**src/rtl/ss_readback.sv**
```systemverilog
// Passive readback of the multiplexed seven-segment bus: rebuilds the four BCD
// time digits from the scanned anode/cathode patterns and flags bad frames.
module ss_readback #(
   parameter int unsigned STABLE_CYCLES  = 16,
   parameter int unsigned TIMEOUT_CYCLES = 4000000
) (
   input  logic       CLK100MHZ,
   input  logic       ResetButton,
   input  logic [7:0] SegmentDrivers,
   input  logic [7:0] SevenSegment,
   output logic [3:0] hours2,
   output logic [3:0] hours1,
   output logic [3:0] mins2,
   output logic [3:0] mins1,
   output logic       frame_valid,
   output logic       decode_error,
   output logic       range_error,
   output logic       display_alive
);

   // state      | meaning
   // ST_COLLECT | gathering digit captures into the shadow set
   // ST_PUBLISH | shadow was copied to the outputs on entry; frame_valid high
   typedef enum logic {ST_COLLECT = 1'b0, ST_PUBLISH = 1'b1} state_t;

   localparam logic [7:0]  STABLE_LIM  = 8'(STABLE_CYCLES);
   localparam logic [23:0] TIMEOUT_LIM = 24'(TIMEOUT_CYCLES);

   state_t      state_q, state_nxt;
   logic [7:0]  anode_q;
   logic [6:0]  seg_q;
   logic [10:0] key_prev_q;
   logic [10:0] key_cur;
   logic [7:0]  stab_cnt_q, stab_cnt_nxt;
   logic [23:0] tmo_cnt_q, tmo_cnt_nxt;
   logic [3:0]  seen_q, seen_nxt;
   logic [3:0]  shadow_q [4];
   logic [3:0]  anode_lo;
   logic        one_hot;
   logic        sample_legal;
   logic        capture;
   logic        cap_ok;
   logic [1:0]  cap_idx;
   logic [3:0]  cap_digit;
   logic        cap_valid;
   logic        timeout_evt;
   logic        load_frame;
   logic        dp_unused;

   assign dp_unused = SevenSegment[7];

   always_ff @(posedge CLK100MHZ) begin
      if (ResetButton) begin
         anode_q <= 8'h00;
         seg_q   <= 7'h00;
      end else begin
         anode_q <= SegmentDrivers;
         seg_q   <= SevenSegment[6:0];
      end
   end

   assign anode_lo     = ~anode_q[3:0];
   assign one_hot      = (anode_lo != 4'h0) && ((anode_lo & (anode_lo - 4'h1)) == 4'h0);
   assign sample_legal = (anode_q[7:4] == 4'hF) && one_hot && (seg_q != 7'h7F);
   assign key_cur      = {anode_q[3:0], seg_q};

   always_comb begin
      stab_cnt_nxt = 8'h00;
      if (sample_legal) begin
         if (key_cur == key_prev_q)
            stab_cnt_nxt = (stab_cnt_q >= STABLE_LIM) ? STABLE_LIM : stab_cnt_q + 8'h01;
         else
            stab_cnt_nxt = 8'h01;
      end
   end

   // Capture only on the edge the counter first reaches the limit, so a long
   // dwell produces a single capture.
   assign capture = sample_legal && (stab_cnt_nxt == STABLE_LIM) && (stab_cnt_q != STABLE_LIM);

   always_comb begin
      cap_idx = 2'd0;
      unique casez (anode_lo)
         4'b???1: cap_idx = 2'd0;
         4'b??10: cap_idx = 2'd1;
         4'b?100: cap_idx = 2'd2;
         4'b1000: cap_idx = 2'd3;
         default: cap_idx = 2'd0;
      endcase
   end

   always_comb begin
      cap_valid = 1'b1;
      cap_digit = 4'd0;
      case (seg_q)
         7'h40:   cap_digit = 4'd0;
         7'h79:   cap_digit = 4'd1;
         7'h24:   cap_digit = 4'd2;
         7'h30:   cap_digit = 4'd3;
         7'h19:   cap_digit = 4'd4;
         7'h12:   cap_digit = 4'd5;
         7'h02:   cap_digit = 4'd6;
         7'h78:   cap_digit = 4'd7;
         7'h00:   cap_digit = 4'd8;
         7'h10:   cap_digit = 4'd9;
         default: cap_valid = 1'b0;
      endcase
   end

   assign cap_ok = capture && cap_valid;

   always_comb begin
      tmo_cnt_nxt = tmo_cnt_q;
      if (cap_ok)
         tmo_cnt_nxt = 24'h0;
      else if (tmo_cnt_q != TIMEOUT_LIM)
         tmo_cnt_nxt = tmo_cnt_q + 24'h1;
   end

   // A capture on the same edge as the timeout wins.
   assign timeout_evt = !cap_ok && (tmo_cnt_nxt == TIMEOUT_LIM);

   always_ff @(posedge CLK100MHZ) begin
      if (ResetButton)
         state_q <= ST_COLLECT;
      else
         state_q <= state_nxt;
   end

   always_comb begin
      state_nxt = state_q;
      case (state_q)
         ST_COLLECT: if (seen_q == 4'hF) state_nxt = ST_PUBLISH;
         ST_PUBLISH: state_nxt = ST_COLLECT;
         default:    state_nxt = ST_COLLECT;
      endcase
   end

   always_comb begin
      load_frame  = (state_q == ST_COLLECT) && (seen_q == 4'hF);
      frame_valid = (state_q == ST_PUBLISH);
   end

   always_comb begin
      seen_nxt = load_frame ? 4'h0 : seen_q;
      if (cap_ok)
         seen_nxt = seen_nxt | (4'b0001 << cap_idx);
      else if (timeout_evt)
         seen_nxt = 4'h0;
   end

   always_ff @(posedge CLK100MHZ) begin
      if (ResetButton) begin
         key_prev_q    <= 11'h0;
         stab_cnt_q    <= 8'h00;
         tmo_cnt_q     <= 24'h0;
         seen_q        <= 4'h0;
         display_alive <= 1'b0;
         decode_error  <= 1'b0;
         for (int i = 0; i < 4; i++) shadow_q[i] <= 4'h0;
      end else begin
         key_prev_q   <= key_cur;
         stab_cnt_q   <= stab_cnt_nxt;
         tmo_cnt_q    <= tmo_cnt_nxt;
         seen_q       <= seen_nxt;
         decode_error <= capture && !cap_valid;
         if (cap_ok) begin
            shadow_q[cap_idx] <= cap_digit;
            display_alive     <= 1'b1;
         end else if (timeout_evt) begin
            display_alive <= 1'b0;
         end
      end
   end

   always_ff @(posedge CLK100MHZ) begin
      if (ResetButton) begin
         hours2      <= 4'h0;
         hours1      <= 4'h0;
         mins2       <= 4'h0;
         mins1       <= 4'h0;
         range_error <= 1'b0;
      end else if (load_frame) begin
         hours2      <= shadow_q[3];
         hours1      <= shadow_q[2];
         mins2       <= shadow_q[1];
         mins1       <= shadow_q[0];
         range_error <= (shadow_q[3] > 4'd2)
                     || ((shadow_q[3] == 4'd2) && (shadow_q[2] > 4'd3))
                     || (shadow_q[1] > 4'd5);
      end
   end

endmodule

```
**config.mk**
```make
export PLATFORM = sky130hd
export DESIGN_NAME = ss_readback
export DESIGN_NICKNAME = d
export VERILOG_FILES = /design/src/rtl/ss_readback.sv
export SDC_FILE = /design/constraint.sdc
export NUM_CORES = 1
export LEC_CHECK = 0
export CAP_MARGIN = 10
export CORE_ASPECT_RATIO = 0.75
export CORE_UTILIZATION = 45
export CTS_BUF_LIST = sky130_fd_sc_hd__clkbuf_2 sky130_fd_sc_hd__clkbuf_4 sky130_fd_sc_hd__clkbuf_8
export DETAILED_ROUTE_END_ITERATION = 8
export PLACE_DENSITY = 0.75
export SLEW_MARGIN = 20
export SYNTH_ARGS = -nofsm -noshare
export SYNTH_HDL_FRONTEND = slang
export SYNTH_SLANG_ARGS = --single-unit
export TNS_END_PERCENT = 30
```
**constraint.sdc**
```tcl
create_clock -name CLK100MHZ -period 2.83 [get_ports CLK100MHZ]
set_input_delay 0.566 -clock CLK100MHZ [delete_from_list [all_inputs] [get_ports CLK100MHZ]]
set_output_delay 0.566 -clock CLK100MHZ [all_outputs]
set_load 0.1 [all_outputs]
```
* After elaboration in Yosys (flattened, before gate mapping)
Memory sizes are Yosys's and may differ from the RTL's. A register that Yosys moved wholly into a read port is not among the register bits.
Index checks and enable logic that the tools add are counted.
** Storage, ports and cells
- Bits in registers :: 78
- Bits in latches :: 0
- Bits in writable memories :: 16
- Memory bits (read-only) :: 0
- Output and inout bits :: 20
- Memories kept :: 1
** Memories
- shadow_q :: depth 4, bits a word 4, read ports 4, clocked after Yosys merged registers in 1, wr ports 4, RTL line 37 : logic [3:0] shadow_q [4];
** Cells by class
- Add/subtract/negate cells :: 3
- $mul :: 0
- Divide/modulo/power cells :: 0
- Magnitude comparators :: 4
- Equal/unequal tests :: 21
- Shift-type cells :: 1
- Mux-type cells :: 23
- Bitwise logic cells :: 4
- Reduce and logical (&&, ||, !) cells :: 20
** Operator list (count)
- 2-to-1 mux 24 bit :: 2
- case mux 4 bit (9 select lines) :: 1
- adder 24 x 1 -> 24 bit, second input constant :: 1
- equality test 24 x 22 -> 1 bit, second input constant :: 1
- 2-to-1 mux 8 bit :: 3
- inequality test 24 x 22 -> 1 bit, second input constant :: 1
- equality test 7 x 5 -> 1 bit, second input constant :: 3
- equality test 7 bit, second input constant :: 3
- 2-to-1 mux 4 bit :: 4
- equality test 7 x 6 -> 1 bit, second input constant :: 2
- equality test 4 bit, second input constant :: 3
- equality test 11 bit :: 1
- logical AND 1 bit :: 10
- 2-to-1 mux 1 bit :: 10
- OR reduction 10 bit :: 1
- adder 8 x 1 -> 8 bit, second input constant :: 1
- equality test 8 x 5 -> 1 bit, second input constant :: 1
- >= comparator 8 x 5 -> 1 bit, second input constant :: 1
- > comparator 4 x 2 -> 1 bit, second input constant :: 2
- inequality test 8 x 5 -> 1 bit, second input constant :: 1
- equality test 7 x 2 -> 1 bit, second input constant :: 1
- zero test 7 bit :: 1
- inequality test 7 bit, second input constant :: 1
- case mux 2 bit (3 select lines) :: 1
- 18 further kinds :: 20

* Logic depth before layout (Yosys ltp)
- Depth in word-level cells :: 17
- Depth in mapped cells :: 9
- Gate-level depth less buffers :: 9

* Worst setup path before layout
No wires, ideal clock.
- Path kind :: register -> register
- From :: register tmo_cnt_q[1]
- To :: register display_alive
- Arrival :: 2364 ps
- Data required time :: 2701 ps
- Path slack :: 337 ps
- Cell stages (with the launch flop) :: 10
- Cells stage by stage :: dfxtp_1 > ha_1 > and4_1 > buf_2 > nand4_1 > or4_1 > a2111o_1 > a211oi_1 > o2111ai_1 > nor3b_1
** On the way
- Longest elaborated chain between the ends :: 6
- Elaborated cells between the ends (all ways) :: 7
** Ends and longest elaborated chain
- start, declared :: RTL line 35 : logic [23:0] tmo_cnt_q, tmo_cnt_nxt;
- start signal, assigned :: RTL line 164 : tmo_cnt_q <= tmo_cnt_nxt;
- adder 24 x 1 -> 24 bit / inequality test 24 x 22 -> 1 bit (equally long branches) :: RTL line 117, 116
- 2-to-1 mux 24 bit * :: RTL line 116 : else if (tmo_cnt_q != TIMEOUT_LIM)
- 2-to-1 mux 24 bit * :: RTL line 114 : if (cap_ok)
- equality test 24 x 22 -> 1 bit * :: RTL line 121 : assign timeout_evt = !cap_ok && (tmo_cnt_nxt == TIMEOUT_LIM);
- logical AND 1 bit * :: RTL line 121
- nonzero test 2 bit (no line) *
- end signal, assigned :: RTL line 158 : display_alive <= 1'b0;
- end signal, assigned :: RTL line 169 : display_alive <= 1'b1;
- end signal, assigned :: RTL line 171 : display_alive <= 1'b0;
- end, declared :: RTL line 18 : output logic display_alive
Mark *: on every way between the ends. The rest lies on a longest branch, timed or not.
A chain may end at the register's enable or synchronous reset.

* Worst setup path after layout
- From :: register tmo_cnt_q[0]
- To :: register display_alive
Same word-level chain as after synthesis.

==> results.json <==
{
  "outcome": "complete, no violations",
  "synth_ff_type": "dfxtp_1",
  "fin_skew_ps": 7.62,
  "final.min_clock_period_ps": 2680,
  "port_buffers": 36,
  "finalCoreUtilization": 0.549,
  "cts.htree.levels": 3,
  "seq_power_share": 0.537,
  "critPathLaunchType": "flop",
  "critPathMaxFanout": 7,
  "ctsHoldBuffers": 0,
  "ys_top_cells_by_area": "dfxtp_1, edfxtp_1, xor2_1",
  "powerDensity_nw_per_um2": 544,
  "worst-path-buf-inv": 0,
  "switchingPower_mw": 0.554,
  "fmax_mhz": 372,
  "io_pins": 38,
  "required_ps": 3060,
  "ys_top_cells_by_count": "dfxtp_1, nand2_1, nor2_1, a21oi_1, nor2b_1",
  "dp_slack_ps": 144,
  "hold_slack_ps": 460,
  "cts_made_buffers": 9,
  "cts.root.buffer_cell": "clkbuf_8",
  "drive_gt1_frac": 0.130,
  "drc": 0,
  "gp_congestion": 0.859,
  "start_util": 0.474,
  "cts.path.max_buffers": 2,
  "cellLeakagePower_nw": 1.83,
  "worstSetupPathType": "reg -> reg",
  "arrival_ps": 2920,
  "yosysMostFrequentCell": "dfxtp_1",
  "clock_latency_ps": 360,
  "clockPowerShare": 0.418,
  "fin_cells": 636,
  "yosys.area.top_type": "dfxtp_1",
  "relSlewSlack": 0.647,
  "antenna_found_initial": 0,
  "num_vias": 3380,
  "fin_crit_sh": 0.949,
  "yosysUniqueCellTypes": 65,
  "finalWorstSetupSlack_ps": 145,
  "gr-total-overflow": 0,
  "rsz0062_at_grt": "no",
  "synthToLayoutAreaGrowth_pct": 15.8,
  "grt_max_degree": 56,
  "firstDrtPassIters": 5,
  "synth_edf_count": 16,
  "min_path_type": "reg -> reg",
  "grt_pass1_vias": 3047,
  "grt_pass1_wl_um": 14200,
  "num_antenna_cells": 0,
  "wl_per_cell_um": 13.2,
  "yosysWarnings": 0,
  "antenna_left": 0,
  "p_int_mw": 2.20,
  "tightest_slew_ps": 527,
  "chipWidth_um": 116,
  "coreArea_um2": 9230,
  "syn_avg_cell_area_um2": 9.25,
  "vdd_ir_drop_max_mv": 0.268,
  "netlist_instances": 473,
  "setup_viol": 0,
  "path_delay_family": "simple AND/OR/NAND/NOR gates",
  "finalPower_mw": 2.76,
  "maxCapViolations": 0,
  "die_area_um2": 10100,
  "clk_pin_slew_ps": 90,
  "swShare": 0.201,
  "p_comb_frac": 0.045,
  "place_area_um2": 4780,
  "die_h_um": 87.4,
  "drtIter0Drc": 282,
  "async_flop_share": 0,
  "place_hpwl_um": 6020,
  "synth_seq_cells": 98,
  "clock-sinks": 98,
  "place_inst": 619,
  "synth-seq-area-share": 0.485,
  "grt.total_usage": 0.181,
  "cts_tree": "built",
  "slowest_delay_ps": 450,
  "hold_violations": 0,
  "timing.final.max_slew_violations": 0,
  "cpMaxStageDelayCell": "or4_1",
  "fin_nets": 525,
  "synth_top_area_share": 0.375,
  "crit_chain": "ha_1, and4_1, nand4_1, or4_1, a2111o_1, a211oi_1, o2111ai_2, nor3b_1",
  "fin_area_um2": 5060,
  "crit_path_end_kind": "flop",
  "rows": 30,
  "avgViaCountPerCell": 5.31,
  "netlist_area_um2": 4380,
  "n_fill_cell": 823,
  "setup_tns_ps": 0,
  "wl_um": 8390
}
## routing by layer
layer / part of all wire / vias to the layer above / track usage
met3: 0.063 / 8 / 0.0598
met2: 0.43 / 116 / 0.264
met5: 0 / - / 0
met4: 0.010 / 0 / 0.0583
li1: - / 1682 / -
met1: 0.50 / 1574 / 0.251
## worst register-to-register path, stage by stage, from the launching register on
cell	delay, ps
dfxtp_1	440
ha_1	240
and4_1	250
nand4_1	140
or4_1	450
a2111o_1	430
a211oi_1	240
o2111ai_2	200
nor3b_1	180
## layout make-up
cell class,instances,area (µm²),share of cell area
Sequential cell,98,2120,0.419
Multi-Input combinational cell,330,2060,0.407
Timing Repair Buffer,48,395,0.0781
Tap cell,128,160,0.0316
Clock buffer,11,139,0.0274
Clock inverter,5,126,0.0250
Inverter,16,60.1,0.0119
## flip-flops by register name (all words and copies together) (netlist names)
name and count:
stab_cnt_q 8, frame_valid 1, hours1 4, hours2 4, display_alive 1, decode_error 1
shadow_q 16, key_prev_q 11, range_error 1, mins1 4, seg_q 7, mins2 4
anode_q 8, seen_q 4, tmo_cnt_q 24
## repair_timing
item	in CTS	in global routing
endpoints found under the setup margin	0	13
buffers inserted	0	1
resized for setup	0	2
## final timing paths
path	from	endpoint	slack (ps)	depth (start not counted)
hold reg to reg	mins1[0]$_SDFFE_PP0P_	mins1[0]$_SDFFE_PP0P_	460	2
setup / recovery	tmo_cnt_q[0]$_SDFF_PP0_	display_alive$_SDFFE_PP0P_	150	8
hold / removal	mins1[0]$_SDFFE_PP0P_	mins1[0]$_SDFFE_PP0P_	460	2
setup reg to reg	tmo_cnt_q[0]$_SDFF_PP0_	display_alive$_SDFFE_PP0P_	150	8
## cells by family after synthesis
logic type,Yosys count,synth area share
AO/OA/AOI/OAI,58,0.0904
XOR/XNOR,39,0.0798
adder cells (fa/ha/maj),4,0.0114
buffers and inverters,47,0.0472
flip-flops,98,0.485
multiplexers,3,0.00715
other,1,0.000857
AND/OR/NAND/NOR,223,0.278
## cells in the final DEF, fill, tap and decap left out, types with 2 or more instances in the layout
cell type        count
clkdlybuf4s50_1     15
nand3_1             10
mux2i_1              2
xnor2_1             14
and3_1               3
and4_1               4
and2_1               7
ha_1                 4
o31ai_1              2
buf_4               32
xor2_1              24
clkbuf_8             9
a21oi_1             28
clkbuf_4             2
nor4b_1              3
a2111oi_0            3
bufinv_16            4
nand2b_1             7
conb_1               3
nand4_1             15
nor2b_1             26
nand3b_1             3
edfxtp_1            16
nor4_1               7
a311oi_1             2
nor3b_1              3
a31oi_1              3
nor3_1              13
or4_4                2
o22ai_1              3
nor2_1              48
dfxtp_1             81
nand2_1             52
or3_1                4
inv_1               16
a211oi_1             4
or4_1                2
## power groups by stage
stage | Clock (mW) | Sequential [mW] | Combinational [mW]
after global routing | 1.23 | 1.49 | 0.139
after global placement | 0 | 1.51 | 0.120
after floorplan | 0 | 1.49 | 0.103
after CTS | 1.18 | 1.48 | 0.125
final | 1.15 | 1.48 | 0.125
after detailed placement | 0 | 1.51 | 0.124
Note: power is estimated with default switching activity, not from simulation.
